<file path="src/rtl/filter_pkg.sv">
// Shared constants, pointer type, control payload and one-hot helper for the
// 5x5 filter align control path.
package filter_pkg;

    localparam int unsigned KERNEL_SIZE    = 5;
    localparam int unsigned LN_BUF_NUM     = 4;
    localparam int unsigned H_ACTIVE_DEF   = 1920;
    localparam int unsigned ADDR_WIDTH_DEF = 12;
    localparam int unsigned ROW_WIDTH_DEF  = 11;
    localparam int unsigned PTR_WIDTH      = 2;
    localparam int unsigned SEL_WIDTH      = 3;

    typedef logic [PTR_WIDTH-1:0] ptr_t;

    // Control word handed to the align stage alongside each pixel
    typedef struct packed {
        logic [LN_BUF_NUM-1:0] mem_wen;
        logic                  mem_ren;
        logic [LN_BUF_NUM-1:0] conv_wen;
        logic                  conv_ren;
        logic [SEL_WIDTH-1:0]  ln_sel;
        logic [SEL_WIDTH-1:0]  px_sel;
        logic                  win_valid;
    } ctrl_t;

    function automatic logic [LN_BUF_NUM-1:0] onehot4(input ptr_t p);
        return LN_BUF_NUM'(1) << p;
    endfunction

endpackage

</file>
<file path="src/rtl/filter_rot_cnt.sv">
// Mod-4 rotation pointer: exposes the effective (sof-cleared) value and
// advances by i_inc, or loads zero, on each enabled cycle.
module filter_rot_cnt
    import filter_pkg::*;
(
    input  logic clk,
    input  logic rstn,
    input  logic i_en,
    input  logic i_clr,
    input  logic i_zero,
    input  logic i_inc,
    output ptr_t o_ptr_eff_c
);

    ptr_t ptr_q;
    ptr_t ptr_d;
    ptr_t eff_c;

    always_comb begin
        eff_c = i_clr ? '0 : ptr_q;
        ptr_d = ptr_q;
        if (i_en) begin
            ptr_d = i_zero ? '0 : ptr_t'(eff_c + ptr_t'(i_inc));
        end
    end

    always_ff @(posedge clk or negedge rstn) begin
        if (!rstn) begin
            ptr_q <= '0;
        end else begin
            ptr_q <= ptr_d;
        end
    end

    assign o_ptr_eff_c = eff_c;

endmodule

</file>
<file path="src/rtl/filter_align_ctrl_5x5.sv">
// Raster-to-window control generator feeding the 5x5 Y-window align stage:
// line-buffer/column-register controls, rotation selects and length checks.
module filter_align_ctrl_5x5
    import filter_pkg::*;
#(
    parameter int unsigned DATA_WIDTH = 8,
    parameter int unsigned H_ACTIVE   = H_ACTIVE_DEF,
    parameter int unsigned ADDR_WIDTH = ADDR_WIDTH_DEF,
    parameter int unsigned ROW_WIDTH  = ROW_WIDTH_DEF
) (
    input  logic                  clk,
    input  logic                  rstn,
    input  logic                  i_valid,
    input  logic                  i_sof,
    input  logic                  i_eol,
    input  logic [DATA_WIDTH-1:0] i_y,
    input  logic [DATA_WIDTH-1:0] i_u,
    input  logic [DATA_WIDTH-1:0] i_v,
    input  logic                  i_err_clr,
    output logic [DATA_WIDTH-1:0] o_y,
    output logic [DATA_WIDTH-1:0] o_u,
    output logic [DATA_WIDTH-1:0] o_v,
    output logic [ADDR_WIDTH-1:0] o_mem_addr,
    output logic [3:0]            o_mem_wen,
    output logic                  o_mem_ren,
    output logic [3:0]            o_conv_wen,
    output logic                  o_conv_ren,
    output logic [2:0]            o_conv_ln_sel,
    output logic [2:0]            o_conv_px_sel,
    output logic                  o_win_valid,
    output logic [ADDR_WIDTH-1:0] o_col,
    output logic [ROW_WIDTH-1:0]  o_row,
    output logic                  o_err_len
);

    localparam int unsigned H_LAST  = H_ACTIVE - 1;
    localparam int unsigned WIN_MIN = KERNEL_SIZE - 1;

    logic [ADDR_WIDTH-1:0] col_q, col_d, col_eff_c;
    logic [ROW_WIDTH-1:0]  row_q, row_d, row_eff_c;
    logic                  err_q, err_d;
    logic                  eol_c, wrap_c, err_set_c;
    ptr_t                  ln_eff_c, px_eff_c;

    logic [DATA_WIDTH-1:0] y_q, y_d, u_q, u_d, v_q, v_d;
    logic [ADDR_WIDTH-1:0] out_col_q, out_col_d;
    logic [ROW_WIDTH-1:0]  out_row_q, out_row_d;
    ctrl_t                 ctrl_q, ctrl_d;

    filter_rot_cnt u_ln_ptr (
        .clk         (clk),
        .rstn        (rstn),
        .i_en        (i_valid),
        .i_clr       (i_sof),
        .i_zero      (1'b0),
        .i_inc       (eol_c),
        .o_ptr_eff_c (ln_eff_c)
    );

    filter_rot_cnt u_px_ptr (
        .clk         (clk),
        .rstn        (rstn),
        .i_en        (i_valid),
        .i_clr       (i_sof),
        .i_zero      (eol_c),
        .i_inc       (1'b1),
        .o_ptr_eff_c (px_eff_c)
    );

    // Effective position, line termination and length-error detection
    always_comb begin
        col_eff_c = i_sof ? '0 : col_q;
        row_eff_c = i_sof ? '0 : row_q;
        wrap_c    = (col_eff_c == ADDR_WIDTH'(H_LAST));
        eol_c     = i_eol | wrap_c;
        err_set_c = i_valid & ((i_eol & !wrap_c)
                             | (wrap_c & !i_eol)
                             | (i_sof & (col_q != '0)));
    end

    // Raster counters and sticky error
    always_comb begin
        col_d = col_q;
        row_d = row_q;
        if (i_valid) begin
            if (eol_c) begin
                col_d = '0;
                row_d = (&row_eff_c) ? row_eff_c : ROW_WIDTH'(row_eff_c + ROW_WIDTH'(1));
            end else begin
                col_d = ADDR_WIDTH'(col_eff_c + ADDR_WIDTH'(1));
                row_d = row_eff_c;
            end
        end
        if (err_set_c) begin
            err_d = 1'b1;
        end else if (i_err_clr) begin
            err_d = 1'b0;
        end else begin
            err_d = err_q;
        end
    end

    // Output stage: enables pulse per valid pixel, data and selects hold otherwise
    always_comb begin
        y_d       = y_q;
        u_d       = u_q;
        v_d       = v_q;
        out_col_d = out_col_q;
        out_row_d = out_row_q;
        ctrl_d           = ctrl_q;
        ctrl_d.mem_wen   = '0;
        ctrl_d.mem_ren   = 1'b0;
        ctrl_d.conv_wen  = '0;
        ctrl_d.conv_ren  = 1'b0;
        ctrl_d.win_valid = 1'b0;
        if (i_valid) begin
            y_d       = i_y;
            u_d       = i_u;
            v_d       = i_v;
            out_col_d = col_eff_c;
            out_row_d = row_eff_c;
            ctrl_d.mem_wen   = onehot4(ln_eff_c);
            ctrl_d.mem_ren   = 1'b1;
            ctrl_d.conv_wen  = onehot4(px_eff_c);
            ctrl_d.conv_ren  = 1'b1;
            ctrl_d.ln_sel    = SEL_WIDTH'(ln_eff_c);
            ctrl_d.px_sel    = SEL_WIDTH'(px_eff_c);
            ctrl_d.win_valid = (row_eff_c >= ROW_WIDTH'(WIN_MIN))
                             & (col_eff_c >= ADDR_WIDTH'(WIN_MIN));
        end
    end

    always_ff @(posedge clk or negedge rstn) begin
        if (!rstn) begin
            col_q     <= '0;
            row_q     <= '0;
            err_q     <= 1'b0;
            y_q       <= '0;
            u_q       <= '0;
            v_q       <= '0;
            out_col_q <= '0;
            out_row_q <= '0;
            ctrl_q    <= '0;
        end else begin
            col_q     <= col_d;
            row_q     <= row_d;
            err_q     <= err_d;
            y_q       <= y_d;
            u_q       <= u_d;
            v_q       <= v_d;
            out_col_q <= out_col_d;
            out_row_q <= out_row_d;
            ctrl_q    <= ctrl_d;
        end
    end

    assign o_y           = y_q;
    assign o_u           = u_q;
    assign o_v           = v_q;
    assign o_mem_addr    = out_col_q;
    assign o_col         = out_col_q;
    assign o_row         = out_row_q;
    assign o_mem_wen     = ctrl_q.mem_wen;
    assign o_mem_ren     = ctrl_q.mem_ren;
    assign o_conv_wen    = ctrl_q.conv_wen;
    assign o_conv_ren    = ctrl_q.conv_ren;
    assign o_conv_ln_sel = ctrl_q.ln_sel;
    assign o_conv_px_sel = ctrl_q.px_sel;
    assign o_win_valid   = ctrl_q.win_valid;
    assign o_err_len     = err_q;

endmodule

</file>
<file path="config.mk">
export PLATFORM = sky130hd
export DESIGN_NAME = filter_align_ctrl_5x5
export DESIGN_NICKNAME = d
export VERILOG_FILES = /design/src/rtl/filter_pkg.sv /design/src/rtl/filter_rot_cnt.sv /design/src/rtl/filter_align_ctrl_5x5.sv
export SDC_FILE = /design/constraint.sdc
export NUM_CORES = 1
export LEC_CHECK = 0
export CAP_MARGIN = 25
export CORE_UTILIZATION = 35
export CTS_BUF_LIST = sky130_fd_sc_hd__clkbuf_4
export CTS_CLUSTER_DIAMETER = 120
export DETAILED_ROUTE_END_ITERATION = 10
export GPL_TIMING_DRIVEN = 0
export PLACE_DENSITY = 0.71
export SLEW_MARGIN = 30
export SYNTH_ARGS = -nofsm -noshare
export SYNTH_HDL_FRONTEND = slang
export SYNTH_SLANG_ARGS = --single-unit
</file>
<file path="constraint.sdc">
create_clock -name clk -period 3.1 [get_ports clk]
set_input_delay 0.31 -clock clk [delete_from_list [all_inputs] [get_ports clk]]
set_output_delay 0.31 -clock clk [all_outputs]
set_load 0.02 [all_outputs]
</file>
Yosys cells after proc, flatten, opt, wreduce, memory -nomap -nowiden
Cells that the tools add are included.
{ "word_totals": {"ff_bits": 90, "out_inout_bits": 77} }
{ "classes": {"muxes": 11, "shifts": 2, "eq_ne": 1, "n_lt_le_gt_ge": 2, "addsub": 4, "bitwise_logic": 8, "reduce_logical": 5} }
{ "ops": {"columns": ["operator", "count"], "rows": [
  ["two-way mux 11 bit", 3],
  ["two-way mux 12 bit", 2],
  ["two-way mux 17 bit", 1],
  ["adder 12 x 1 -> 12 bit, second input constant", 1],
  ["== test 12 x 11 -> 1 bit, second input constant", 1],
  [">= comparator 12 x 3 -> 1 bit, second input constant", 1],
  ["nonzero test 12 bit", 1],
  ["adder 11 x 1 -> 11 bit, second input constant", 1],
  [">= comparator 11 x 3 -> 1 bit, second input constant", 1],
  ["AND reduction 11 bit", 1],
  ["left shift 1 x 2 -> 4 bit, first input constant", 2],
  ["two-way mux 2 bit", 3],
  ["AND 1 bit", 5],
  ["OR 1 bit", 3],
  ["adder 2 x 1 -> 2 bit", 1],
  ["adder 2 x 1 -> 2 bit, second input constant", 1],
  ["zero test 1 bit", 2],
  ["two-way mux 1 bit", 2],
  ["nonzero test 2 bit", 1]
]} }

Longest topological paths before layout
{ "logic_depth": {"depth_word": 8, "depth_mapped": 15, "depth_no_buf": 13} }

By module
A second synthesis with hierarchy kept.
{ "unflattened": {"hier_cells": 380, "area_unflattened_um2": 4191.5} }
{ "modules_own_cells": {"columns": ["module", "seq_area_each_um2", "instances", "area_each_um2", "cells_each"], "rows": [
  ["filter_align_ctrl_5x5", 2127.0, 1, 3928.8, 356],
  ["filter_rot_cnt", 50.0, 2, 131.4, 12]
]} }

Worst setup path after synthesis
Ideal clock, no wire load.
{ "synth_timing": {"path_kind": "input to register", "from": "input i_sof", "to": "register row_q[9]", "t_required_ns": 2.974, "setup_slack_ns": 0.479, "setup_ns": 0.126, "arrival_ns": 2.495, "path_stages": 12, "path_cell_list": "buf_2 > buf_2 > nor2_1 > ha_1 > and3_1 > nand2_1 > nor2_1 > nand3_1 > ha_1 > and4bb_2 > nand4_1 > a311o_1"} }
{ "synth_via": {"elab_chain_cells": 4, "elab_cells_between_ends": 8, "classes_between": "add/sub (1); eq/ne (1); mux (4); bitwise (1); reduce/logical (1)"} }
{ "synth_rtl": {"columns": ["item", "line_no", "source"], "rows": [
  ["start, declared", "filter_align_ctrl_5x5.sv:14", "input logic i_sof,"],
  ["two-way mux 12 bit", "filter_align_ctrl_5x5.sv:72", "col_eff_c = i_sof ? '0 : col_q;"],
  ["via col_eff_c[1]", "filter_align_ctrl_5x5.sv:39", "logic [ADDR_WIDTH-1:0] col_q, col_d, col_eff_c;"],
  ["== test 12 x 11 -> 1 bit", "filter_align_ctrl_5x5.sv:74", "wrap_c = (col_eff_c == ADDR_WIDTH'(H_LAST));"],
  ["OR 1 bit", "filter_align_ctrl_5x5.sv:75", "eol_c = i_eol | wrap_c;"],
  ["two-way mux 11 bit", "filter_align_ctrl_5x5.sv:86", "if (eol_c) begin"],
  ["end signal, assigned", "filter_align_ctrl_5x5.sv:146", "row_q <= row_d;"],
  ["end, declared", "filter_align_ctrl_5x5.sv:40", "logic [ROW_WIDTH-1:0] row_q, row_d, row_eff_c;"]
]} }
The timed path passes the listed nets, and every way through them passes these cells.
A chain may end at the register's enable or synchronous reset.

Final worst setup path
{ "layout_timing": {"from": "input i_sof", "to": "register row_q[6]"} }
The elaborated chain is that of the path after synthesis.

==> summary.txt <==
GRT
  • Largest net degree at the start of global routing: 60
  • Gr ovfl total: 0
  • Vias in the first global route: between 3k and 4k
  • Initial antenna violation count: 0
  • Gr usage total: between 10% and 20%
  • Global-route wire length before repair: about 17000 um

Synth
  • Mapped cell area: roughly 4300 sq um
  • YS warnings: 0
  • Top cells by area, synth: dfrtp_1 (52%), mux2_2 (8.9%), ha_1 (2.9%), buf_4 (2.6%), nand2_1 (2.6%)
  • Netlist cell types: 51
  • Most instantiated cells after synthesis: dfrtp_1 (89), mux2_2 (34), nand2_1 (30)
  • Yosys top cell by area: dfrtp_1
  • Synth async-reset ratio: 100%
  • Count of flip-flops with a built-in enable after synthesis: 0
  • Main synth FF type: dfrtp_1
  • Synthesis-stage register bit count: slightly below 90
  • Top cell type's share of synthesized area: between 50% and 60%
  • Avg Cell Area, Syn: between 10 and 15 sq um
  • Post-synthesis sequential area ratio: between 50% and 60%
  • Post-Synthesis Cells: about 380
  • Most common cell in the netlist: dfrtp_1

STA
  • Tightest Pin Transition: a little under 0.6 ns
  • Setup_tns: 0 ns
  • RSZ-0062 raised after global routing: no
  • Fmax: roughly 0.34 GHz
  • Slew Limit Fails: 0
  • Clk_skew: 0.00962 ns
  • Setup-failing EPs final: 0
  • Clock period minus worst slack: between 2 and 3 ns
  • Slew Limit Headroom: 60.4%
  • Fin. Hold Viols: 0
  • Crit share post-route: about 94%

Die
  • Core region area: between 10000 and 15000 sq um
  • Die Y: about 110 um
  • Die outline area: 12700 sq um
  • Initial Utilization: 35.8%
  • Die W: 113 um
  • Core Rows: 40
  • # IOs: ~110

Final layout
  • Finished Layout Cells: 650
  • Area growth, synth to finish: 32.0%
  • Multi-input logic area: between 1500 and 2000 sq um
  • Antenna diodes: 0
  • Final #Nets: between 500 and 600
  • Share of cells above drive strength 1: 21.3%
  • # fillers: 1119
  • Register area: ~2200 sq um

Route
  • Residual DRC count: 0
  • Via count: 3315
  • Post-DR vias/cell: 5.10
  • Drt first pass iters: 5
  • Post-DRT Antenna Nets: 0
  • Initial DRC count: 262
  • Routed WL: slightly above 10000 um
  • Drt wl/cell: between 15 and 20 um

Setup path
  • Delay of the slowest cell on the worst path: 0.38 ns
  • CP max-delay cell: nor2b_1
  • CP bufs+invs: 3
  • R2R Setup Slk: approximately 0.20 ns
  • Critical path type: primary input to flip-flop
  • Crit. End Element: flip-flop
  • Worst r2r src: col_q[0]
  • CP top delay family: simple AND/OR/NAND/NOR gates
  • Crit-path max FO: 10
  • RR Endpoint: row_q[6]
  • Worst EP arrival: approximately 3.2 ns
  • CP most frequent cell: buf_4
  • Data required, critical path: about 3.4 ns
  • Cell Chain, Critical Path: dlygate4sd2_1 -> buf_4 -> buf_4 -> nor2_2 -> ha_2 -> and3_1 -> nand2_1 -> nor2_1 -> nand3_1 -> ha_1 -> nor2b_1 -> o41ai_4 -> nor3_1 -> a211oi_1
  • Reg2Reg Depth: 12
  • Crit path launch type: primary input

Clock network
  • Clock buffer count from CTS: 9
  • Clock root cell: clkbuf_4
  • H-tree depth: 3
  • Clk buf depth: 2
  • Clk sink count: 89
  • Clock transition at path regs: roughly 0.13 ns
  • CTS tree: built
  • Clock Latency Late Sink: about 0.44 ns

Power
  • Peak supply drop: about 0.18 mV
  • Power Dens Cells: 407 nW/um^2
  • Leakage: about 2.6 nW

Placement
  • Placer Congestion: between 0.9 and 1
  • Port-buffer cells: 104
  • Placed Cells: ~640
  • Detailed placement HPWL: 7310 um

Worst hold path
  • Hold Path Class: primary input to async pin

Status
  • Outcome: complete, no violations

Run
  • Max cap viols: 0
routing by layer:
metal  share of wire, %  GRT usage, %  vias to the layer above
li1                   -             -                     1566
met1                 47          24.0                     1592
met2                 45          26.5                      144
met3                6.8          3.13                       13
met4                1.6          7.11                        0
met5                  0             0                        -
logic make-up (layout without fill, tap and decap cells):
logic type	after synthesis	count (layout)	synth area share (%)
adders and majority gates	10	10	2.92
other	1	2	0.0877
muxes	37	37	9.65
DFF	89	89	52.1
xor gates and xnor gates	1	1	0.205
AOI/OAI and AO/OA	61	61	10.6
buffers and inverters	59	178	7.05
and+or+nand+nor	125	125	17.4
stage by stage:
stage                     power [mW]  worst slack, ns  hold WS, ns  utilization [%]  instance area [sq um]
after floorplan                 1.55            0.479       0.0144                -                   4280
after global placement          1.77            -1.54        0.468             46.0                   5510
after detailed placement        1.79           -0.708        0.210             46.3                   5540
after CTS                       2.33            0.192        0.294             47.2                   5650
after global routing            2.44           0.0217        0.292             47.2                   5650
final                           2.30            0.189        0.299             47.2                   5650
placed cells by master (no fill, tap or decap), types with 3 or more instances in the layout:
cell	synthesis	layout
nor4_1	5	5
clkdlybuf4s50_1	0	102
mux2i_1	3	3
or4_1	3	3
buf_4	15	17
nand4_1	6	6
nand2b_1	3	3
nand3_1	16	16
a22o_1	6	6
nor2_2	1	3
o211ai_1	5	5
o2bb2ai_1	3	3
mux2_2	34	34
a31o_2	10	10
nand2_1	30	30
inv_1	19	19
a21oi_1	8	8
and2_1	4	4
ha_1	10	9
nor2_1	15	13
nor3_1	6	6
clkbuf_4	0	11
clkbuf_1	3	3
o21ai_0	14	14
nor2b_1	17	17
dfrtp_1	89	89
and3_1	6	6
buf_2	19	17
report_power, final:
group / switching (mW) / leakage (nW) / internal, mW
sequential: 0.0459 / 1.16 / 1.24
combinational: 0.251 / 1.35 / 0.232
clock: 0.365 / 0.0561 / 0.167
total: 0.662 / 2.56 / 1.64
layout make-up:
type | count | share of cell area (%)
Timing Repair Buffer | 106 | 19.1
Sequential cell | 89 | 39.4
Clock buffer | 11 | 1.46
Multi-Input combinational cell | 236 | 31.2
Tap cell | 147 | 3.26
Clock inverter | 2 | 0.155
Inverter | 20 | 1.33
Buffer | 39 | 4.10
how the worst max path moves through the flow:
stage / from / to / slack, ns / depth (start not counted)
after global routing: col_q[0] / row_q[6] / 0.02 / 12
after detailed placement: i_sof / col_q[4] / -0.71 / 15
after global placement: rstn / row_q[7] / -1.54 / 1
after CTS: i_sof / row_q[6] / 0.19 / 14
after floorplan: i_sof / row_q[9] / 0.48 / 12
final: i_sof / row_q[6] / 0.19 / 14
registers in the layout, indices dropped and copies added (netlist names), 4 cells and up:
register / flops
col_q: 12
o_col: 12
o_row: 11
row_q: 11
o_u: 8
o_v: 8
o_y: 8
o_conv_wen: 4
o_mem_wen: 4
timing repair:
item                                   in CTS  in global routing
endpoints found under the hold margin      30                  0
pin swaps                                   0                  1
setup buffers                               0                  0
resized for setup                           5                  1
setup endpoints to repair                  13                  3
hold buffers                                1                  0
No activity file was read; power rests on OpenSTA's default activity.
